==> src/rtl/mem_arbiter_pkg.sv <==
// mem_arbiter_pkg: shared definitions for the RAM arbiter slice.
//   MEMORYSIZE  RAM size in bytes, shared with the RAM model
//   ADDR_W_DEF  default word-address width, log2(MEMORYSIZE/4)
//   state_t     arbiter FSM encoding (IDLE/ACCESS/RESP)
//   GNT_I/GNT_D grant encoding for fetch / data port
//   out_of_range() address range test against a word-address width
package mem_arbiter_pkg;

  localparam int unsigned MEMORYSIZE = 1024;
  localparam int unsigned ADDR_W_DEF = $clog2(MEMORYSIZE / 4);

  typedef enum logic [1:0] {
    ST_IDLE   = 2'd0,
    ST_ACCESS = 2'd1,
    ST_RESP   = 2'd2
  } state_t;

  localparam logic GNT_I = 1'b0;
  localparam logic GNT_D = 1'b1;

  // Any byte-address bit above the RAM's word range marks the access out of range.
  function automatic logic out_of_range(input logic [31:0] addr, input int unsigned aw);
    return (addr >> (aw + 2)) != '0;
  endfunction

endpackage

==> src/rtl/rr_arb2.sv <==
// rr_arb2: combinational two-way grant between fetch and data requesters.
//   i_valid, d_valid  request lines
//   last_grant        previous grant (GNT_I/GNT_D)
//   req               any request pending
//   grant             selected port (GNT_I/GNT_D)
//   PRIO_MODE         0 = alternate on contention, 1 = data wins contention
module rr_arb2
  import mem_arbiter_pkg::*;
#(
  parameter int unsigned PRIO_MODE = 0
) (
  input  logic i_valid,
  input  logic d_valid,
  input  logic last_grant,
  output logic req,
  output logic grant
);

  always_comb begin
    req   = i_valid | d_valid;
    grant = GNT_I;
    if (i_valid && d_valid) begin
      grant = (PRIO_MODE != 0) ? GNT_D : ~last_grant;
    end else if (d_valid) begin
      grant = GNT_D;
    end
  end

endmodule

==> src/rtl/mem_arbiter.sv <==
// mem_arbiter: shares a single-port RAM between instruction fetch (read-only)
// and data (read/write) ports. One access every three cycles:
// IDLE (grant, load ram_*) -> ACCESS (RAM samples) -> RESP (ready pulse).
//   clock, resetn             clock, synchronous active-low reset
//   i_valid/i_addr            fetch request; i_ready/i_rdata/i_err response
//   d_valid/d_addr/d_wdata/d_wstrb  data request; d_ready/d_rdata/d_err response
//   ram_address/byteena/data/rden/wren  registered RAM controls
//   ram_q                     RAM read data, valid the cycle after ACCESS
module mem_arbiter
  import mem_arbiter_pkg::*;
#(
  parameter int unsigned ADDR_W    = ADDR_W_DEF,
  parameter int unsigned PRIO_MODE = 0
) (
  input  logic              clock,
  input  logic              resetn,
  input  logic              i_valid,
  input  logic [31:0]       i_addr,
  output logic              i_ready,
  output logic [31:0]       i_rdata,
  output logic              i_err,
  input  logic              d_valid,
  input  logic [31:0]       d_addr,
  input  logic [31:0]       d_wdata,
  input  logic [3:0]        d_wstrb,
  output logic              d_ready,
  output logic [31:0]       d_rdata,
  output logic              d_err,
  output logic [ADDR_W-1:0] ram_address,
  output logic [3:0]        ram_byteena,
  output logic [31:0]       ram_data,
  output logic              ram_rden,
  output logic              ram_wren,
  input  logic [31:0]       ram_q
);

  state_t      state;
  logic        last_grant;
  logic        gnt;
  logic        oor;
  logic        wr;
  logic        arb_req;
  logic        arb_gnt;
  logic [31:0] sel_addr;
  logic        sel_wr;
  logic        sel_oor;
  logic        unused_addr_lsb;

  rr_arb2 #(
    .PRIO_MODE(PRIO_MODE)
  ) u_arb (
    .i_valid   (i_valid),
    .d_valid   (d_valid),
    .last_grant(last_grant),
    .req       (arb_req),
    .grant     (arb_gnt)
  );

  always_comb begin
    sel_addr = (arb_gnt == GNT_D) ? d_addr : i_addr;
    sel_wr   = (arb_gnt == GNT_D) && (d_wstrb != '0);
    sel_oor  = out_of_range(sel_addr, ADDR_W);
  end

  assign unused_addr_lsb = ^sel_addr[1:0];

  always_ff @(posedge clock) begin
    if (!resetn) begin
      state       <= ST_IDLE;
      last_grant  <= GNT_D;
      gnt         <= GNT_I;
      oor         <= 1'b0;
      wr          <= 1'b0;
      ram_address <= '0;
      ram_byteena <= '0;
      ram_data    <= '0;
      ram_rden    <= 1'b0;
      ram_wren    <= 1'b0;
    end else begin
      case (state)
        ST_IDLE: begin
          if (arb_req) begin
            state       <= ST_ACCESS;
            gnt         <= arb_gnt;
            last_grant  <= arb_gnt;
            oor         <= sel_oor;
            wr          <= sel_wr;
            ram_address <= sel_addr[ADDR_W+1:2];
            ram_byteena <= sel_wr ? d_wstrb : 4'hF;
            ram_data    <= sel_wr ? d_wdata : '0;
            // Out-of-range accesses keep their timing but never touch the RAM.
            ram_rden    <= !sel_wr && !sel_oor;
            ram_wren    <= sel_wr && !sel_oor;
          end
        end
        ST_ACCESS: begin
          state       <= ST_RESP;
          ram_rden    <= 1'b0;
          ram_wren    <= 1'b0;
          ram_byteena <= '0;
        end
        ST_RESP: state <= ST_IDLE;
        default: state <= ST_IDLE;
      endcase
    end
  end

  // Responses decode from state so a reset sampled in RESP still shows the pulse.
  always_comb begin
    i_ready = (state == ST_RESP) && (gnt == GNT_I);
    d_ready = (state == ST_RESP) && (gnt == GNT_D);
    i_err   = i_ready && oor;
    d_err   = d_ready && oor;
    i_rdata = (i_ready && !wr && !oor) ? ram_q : '0;
    d_rdata = (d_ready && !wr && !oor) ? ram_q : '0;
  end

endmodule

==> config.mk <==
export PLATFORM = sky130hd
export DESIGN_NAME = mem_arbiter
export DESIGN_NICKNAME = d
export VERILOG_FILES = /design/src/rtl/mem_arbiter_pkg.sv /design/src/rtl/rr_arb2.sv /design/src/rtl/mem_arbiter.sv
export SDC_FILE = /design/constraint.sdc
export NUM_CORES = 1
export LEC_CHECK = 0
export ABC_CLOCK_PERIOD_IN_PS = 4700
export CAP_MARGIN = 10
export CORE_AREA = 2 2 97 99
export CTS_BUF_LIST = sky130_fd_sc_hd__clkbuf_8
export CTS_CLUSTER_DIAMETER = 30
export CTS_CLUSTER_SIZE = 10
export DETAILED_ROUTE_END_ITERATION = 7
export DIE_AREA = 0 0 99 101
export PLACE_DENSITY = 0.79
export SLEW_MARGIN = 0
export SYNTH_ARGS = -nofsm -noshare
export SYNTH_HDL_FRONTEND = slang
export SYNTH_SLANG_ARGS = --single-unit
==> constraint.sdc <==
create_clock -name clock -period 4.7 [get_ports clock]
set_clock_uncertainty 0.15 [all_clocks]
set_input_delay 0.705 -clock clock [delete_from_list [all_inputs] [get_ports clock]]
set_output_delay 0.705 -clock clock [all_outputs]
set_load 0.05 [all_outputs]
==> out/qor.csv <==
stage,metric,value,unit
grt,initial antenna violation count,2,
cts,H-Tree Depth,2,
synth,Post-Syn Nets,421,
worst_hold_path,Hold WC Path Type,flop to flop,
placed_design,Post-DP HPWL,7890,um
power,Clk network pwr share,0.221,
floorplanning,DIE HEIGHT,101,um
detailed_routing,Routed WL,9690,um
cts,cts hold-fix bufs,0,
floorplanning,IO Count,250,
critical_path,worst path buffer plus inverter count,2,
synth,synth top area cells,"dfxtp_1, and2_1, a22oi_2",
sta,setup violators final,0,
cts,setup bufs post-CTS,0,
critical_path,Setup Crit Path Kind,flop to output pin,
finish,"commonest non-fill, non-tap cells in the layout","clkdlybuf4s50_1, and2_1, dfxtp_1",
finish,final net count,657,
sta,Final Hold Vio Count,0,
finish,Post-Layout Cell Count,634,
placed_design,# port buffers,245,
cts,latest clock arrival within the worst-skew pair,0.29,ns
power,Psw,0.000399,W
synth,main combinational cell family by area after synthesis,simple AND/OR/NAND/NOR gates,
sta,Max-slew headroom,0.261,
power,register share of total power,0.418,
grt,vias in the first global route,3024,
critical_path,critical-path cell list,nor3b_1 -> nor3b_2 -> buf_4 -> and2_1 -> clkdlybuf4s50_1,
synth,Synth Area in XOR/XNOR,0,
synth,area share of and/or/nand/nor cells after synthesis,0.326,
critical_path,Worst path max stage delay,0.80,ns
synth,sequential fraction of the synthesis area,0.390,
outcome,status,finished clean,
floorplanning,Die Area,10000,um2
grt,gr ovfl total,0,
cts,CTS resizes,0,
grt,met3 usage,0.0804,
synth,"Avg Cell Area, Syn",9.36,um2
grt,total track usage,0.189,
cts,clk slew on worst S/H paths,0.09,ns
critical_path,Startpoint Class,flop,
power,Max VDD drop,137,uV
synth,Seq cells post-synth,52,
cts,Clock Sinks,52,
finish,layout cell share with drive strength beyond 1,0.153,
synth,Mapped Cells,285,
critical_path,"Arr. time, crit path",2.64,ns
power,PwrDens,221,nW/um2
sta,post-route minimum period,3.49,ns
critical_path,WP data required,3.85,ns
detailed_routing,Routed Antenna Nets,0,
placed_design,Post-Place Cells,625,
sta,maximum clock rate,286,MHz
grt,largest net degree at the start of global routing,49,
synth,Netlist Area Pre-Place,2670,um2
placed_design,placed cell area,5190,um2
synth,compound-gate portion of the synthesized area,0.205,
floorplanning,Rows,35,
power,Comb pwr share,0.361,
grt,met2 usage,0.344,
sta,RSZ-0062 raised after global routing,no,
sta,setup TNS,0,ns
detailed_routing,via count,2959,
synth,Unique masters post-synth,32,
synth,Post-Synth Adder-Cell Area,0,
critical_path,cell at the slowest stage of the critical path,clkdlybuf4s50_1,
sta,Final period util,0.743,
floorplanning,DIE WIDTH,99,um
cts,CTS tree,yes,
critical_path,CP top delay family,buffers and inverters,
cts,total CTS buffers,5,
sta,Slew @ Worst Pin,1.11,ns
grt,GR Util met1,0.202,
synth,YS warnings,0,
sta,WHS,0.322,ns
critical_path,maximum fanout along the worst path,32,
power,switching share of power,0.342,
finish,fin area,5290,um2
detailed_routing,DRC errors left,0,
synth,post-synthesis mux area share,0.0300,
finish,area grow syn2layout,98.3,%
cts,clock tree buffer depth,2,
job,Max Cap Viol,0,
floorplanning,initial core utilization,0.297,
placed_design,routability cong.,0.825,
grt,global route hottest layer,met2,
cts,CTS root buffer,clkbuf_8,
grt,first-pass GRT wire length,15200,um
power,Leak Pwr,1.87,nW
detailed_routing,DRT iter0 DRCs,74,
critical_path,Crit. End Element,output pin,
finish,"commonest non-fill, non-tap cell in the layout",clkdlybuf4s50_1,
detailed_routing,First-pass DRT Iterations,4,
floorplanning,Core Box Area,8980,um2
detailed_routing,Via density,4.67,
detailed_routing,wire length per cell,15.3,um
sta,max-slew violations,0,
power,Cell Int Power,0.000767,W
synth,cell taking the most area after synthesis,dfxtp_1,
synth,area share of the largest cell type after synthesis,0.390,
==> synth_stat cells <==
cell type	instances
inv_1	1
a21oi_2	1
nand2_1	9
nor2_1	16
nand2b_1	1
nand3_1	3
o21ai_0	1
buf_6	4
or2_2	1
a22oi_2	29
nor3b_1	3
mux2i_1	8
a211oi_1	8
or3_1	1
a21boi_0	1
o31ai_1	1
a22oi_1	7
and3b_1	1
dfxtp_1	52
clkbuf_1	14
a21oi_1	5
nor2_2	29
o2bb2ai_1	1
or4_1	1
a41oi_1	1
nor3_1	3
buf_2	1
and2_1	66
nand4_1	1
buf_4	3
nor4_1	11
nor3b_4	1
==> worst register-to-register path: stages, from the launching register on <==
cell     delay [ns]
dfxtp_1        0.37
or3_2          0.54
nor3b_4        0.28
buf_4          0.49
a22oi_1        0.15
nor2_1         0.12
==> power groups by stage <==
stage	combinational, W	clock, W	sequential, W
CTS	0.000425	0.000275	0.000488
floorplan	0.000146	0	0.000575
global route	0.000447	0.000293	0.000491
finish	0.000421	0.000258	0.000487
detailed placement	0.000423	0	0.000498
global placement	0.000417	0	0.000496
==> registers in the layout (all words and copies together), names as in the netlist <==
name	flops
gnt	1
last_grant	1
oor	1
ram_address	8
ram_byteena	4
ram_data	32
ram_rden	1
ram_wren	1
state	2
wr	1
==> per-stage QoR <==
step / power [W] / utilization / setup slack, ns
after floorplan: 0.000721 / - / 1.13
after global placement: 0.000912 / 0.579 / 1.60
after detailed placement: 0.000921 / 0.579 / 1.52
after CTS: 0.00119 / 0.589 / 1.18
after global routing: 0.00123 / 0.589 / 0.996
final: 0.00117 / 0.589 / 1.21
==> path summary, 6_finish.rpt <==
kind,from,to,slack (ns),cells past startpoint
max reg2reg,state[1],ram_data[5],2.55,5
min reg2reg,ram_rden,ram_rden,0.32,2
min,ram_rden,ram_rden,0.32,2
max,state[1],i_rdata[30],1.21,5
==> cells by family (layout without fill, tap and decap cells) <==
logic type,Yosys count,after routing
flip-flops,52,52
AND/OR/NAND/NOR,147,147
other,0,1
AO/OA/AOI/OAI,55,55
buffers and inverters,23,260
multiplexers,8,8
==> layer usage <==
layer / share of wire / vias up
met5: 0.0013 / -
met4: 0.016 / 2
met3: 0.10 / 16
met2: 0.51 / 146
met1: 0.37 / 1326
li1: - / 1469
==> final cells by class <==
cell class | count | area, um2
fillers | 805 | 3690
repair buffers | 251 | 2500
clock buffers | 5 | 68.8
inverters | 1 | 3.75
diodes | 1 | 2.50
multi-input cells | 210 | 1510
well taps | 111 | 139
clock inverters | 3 | 21.3
flip-flops and latches | 52 | 1040
Note: power is estimated with default switching activity, not from simulation.
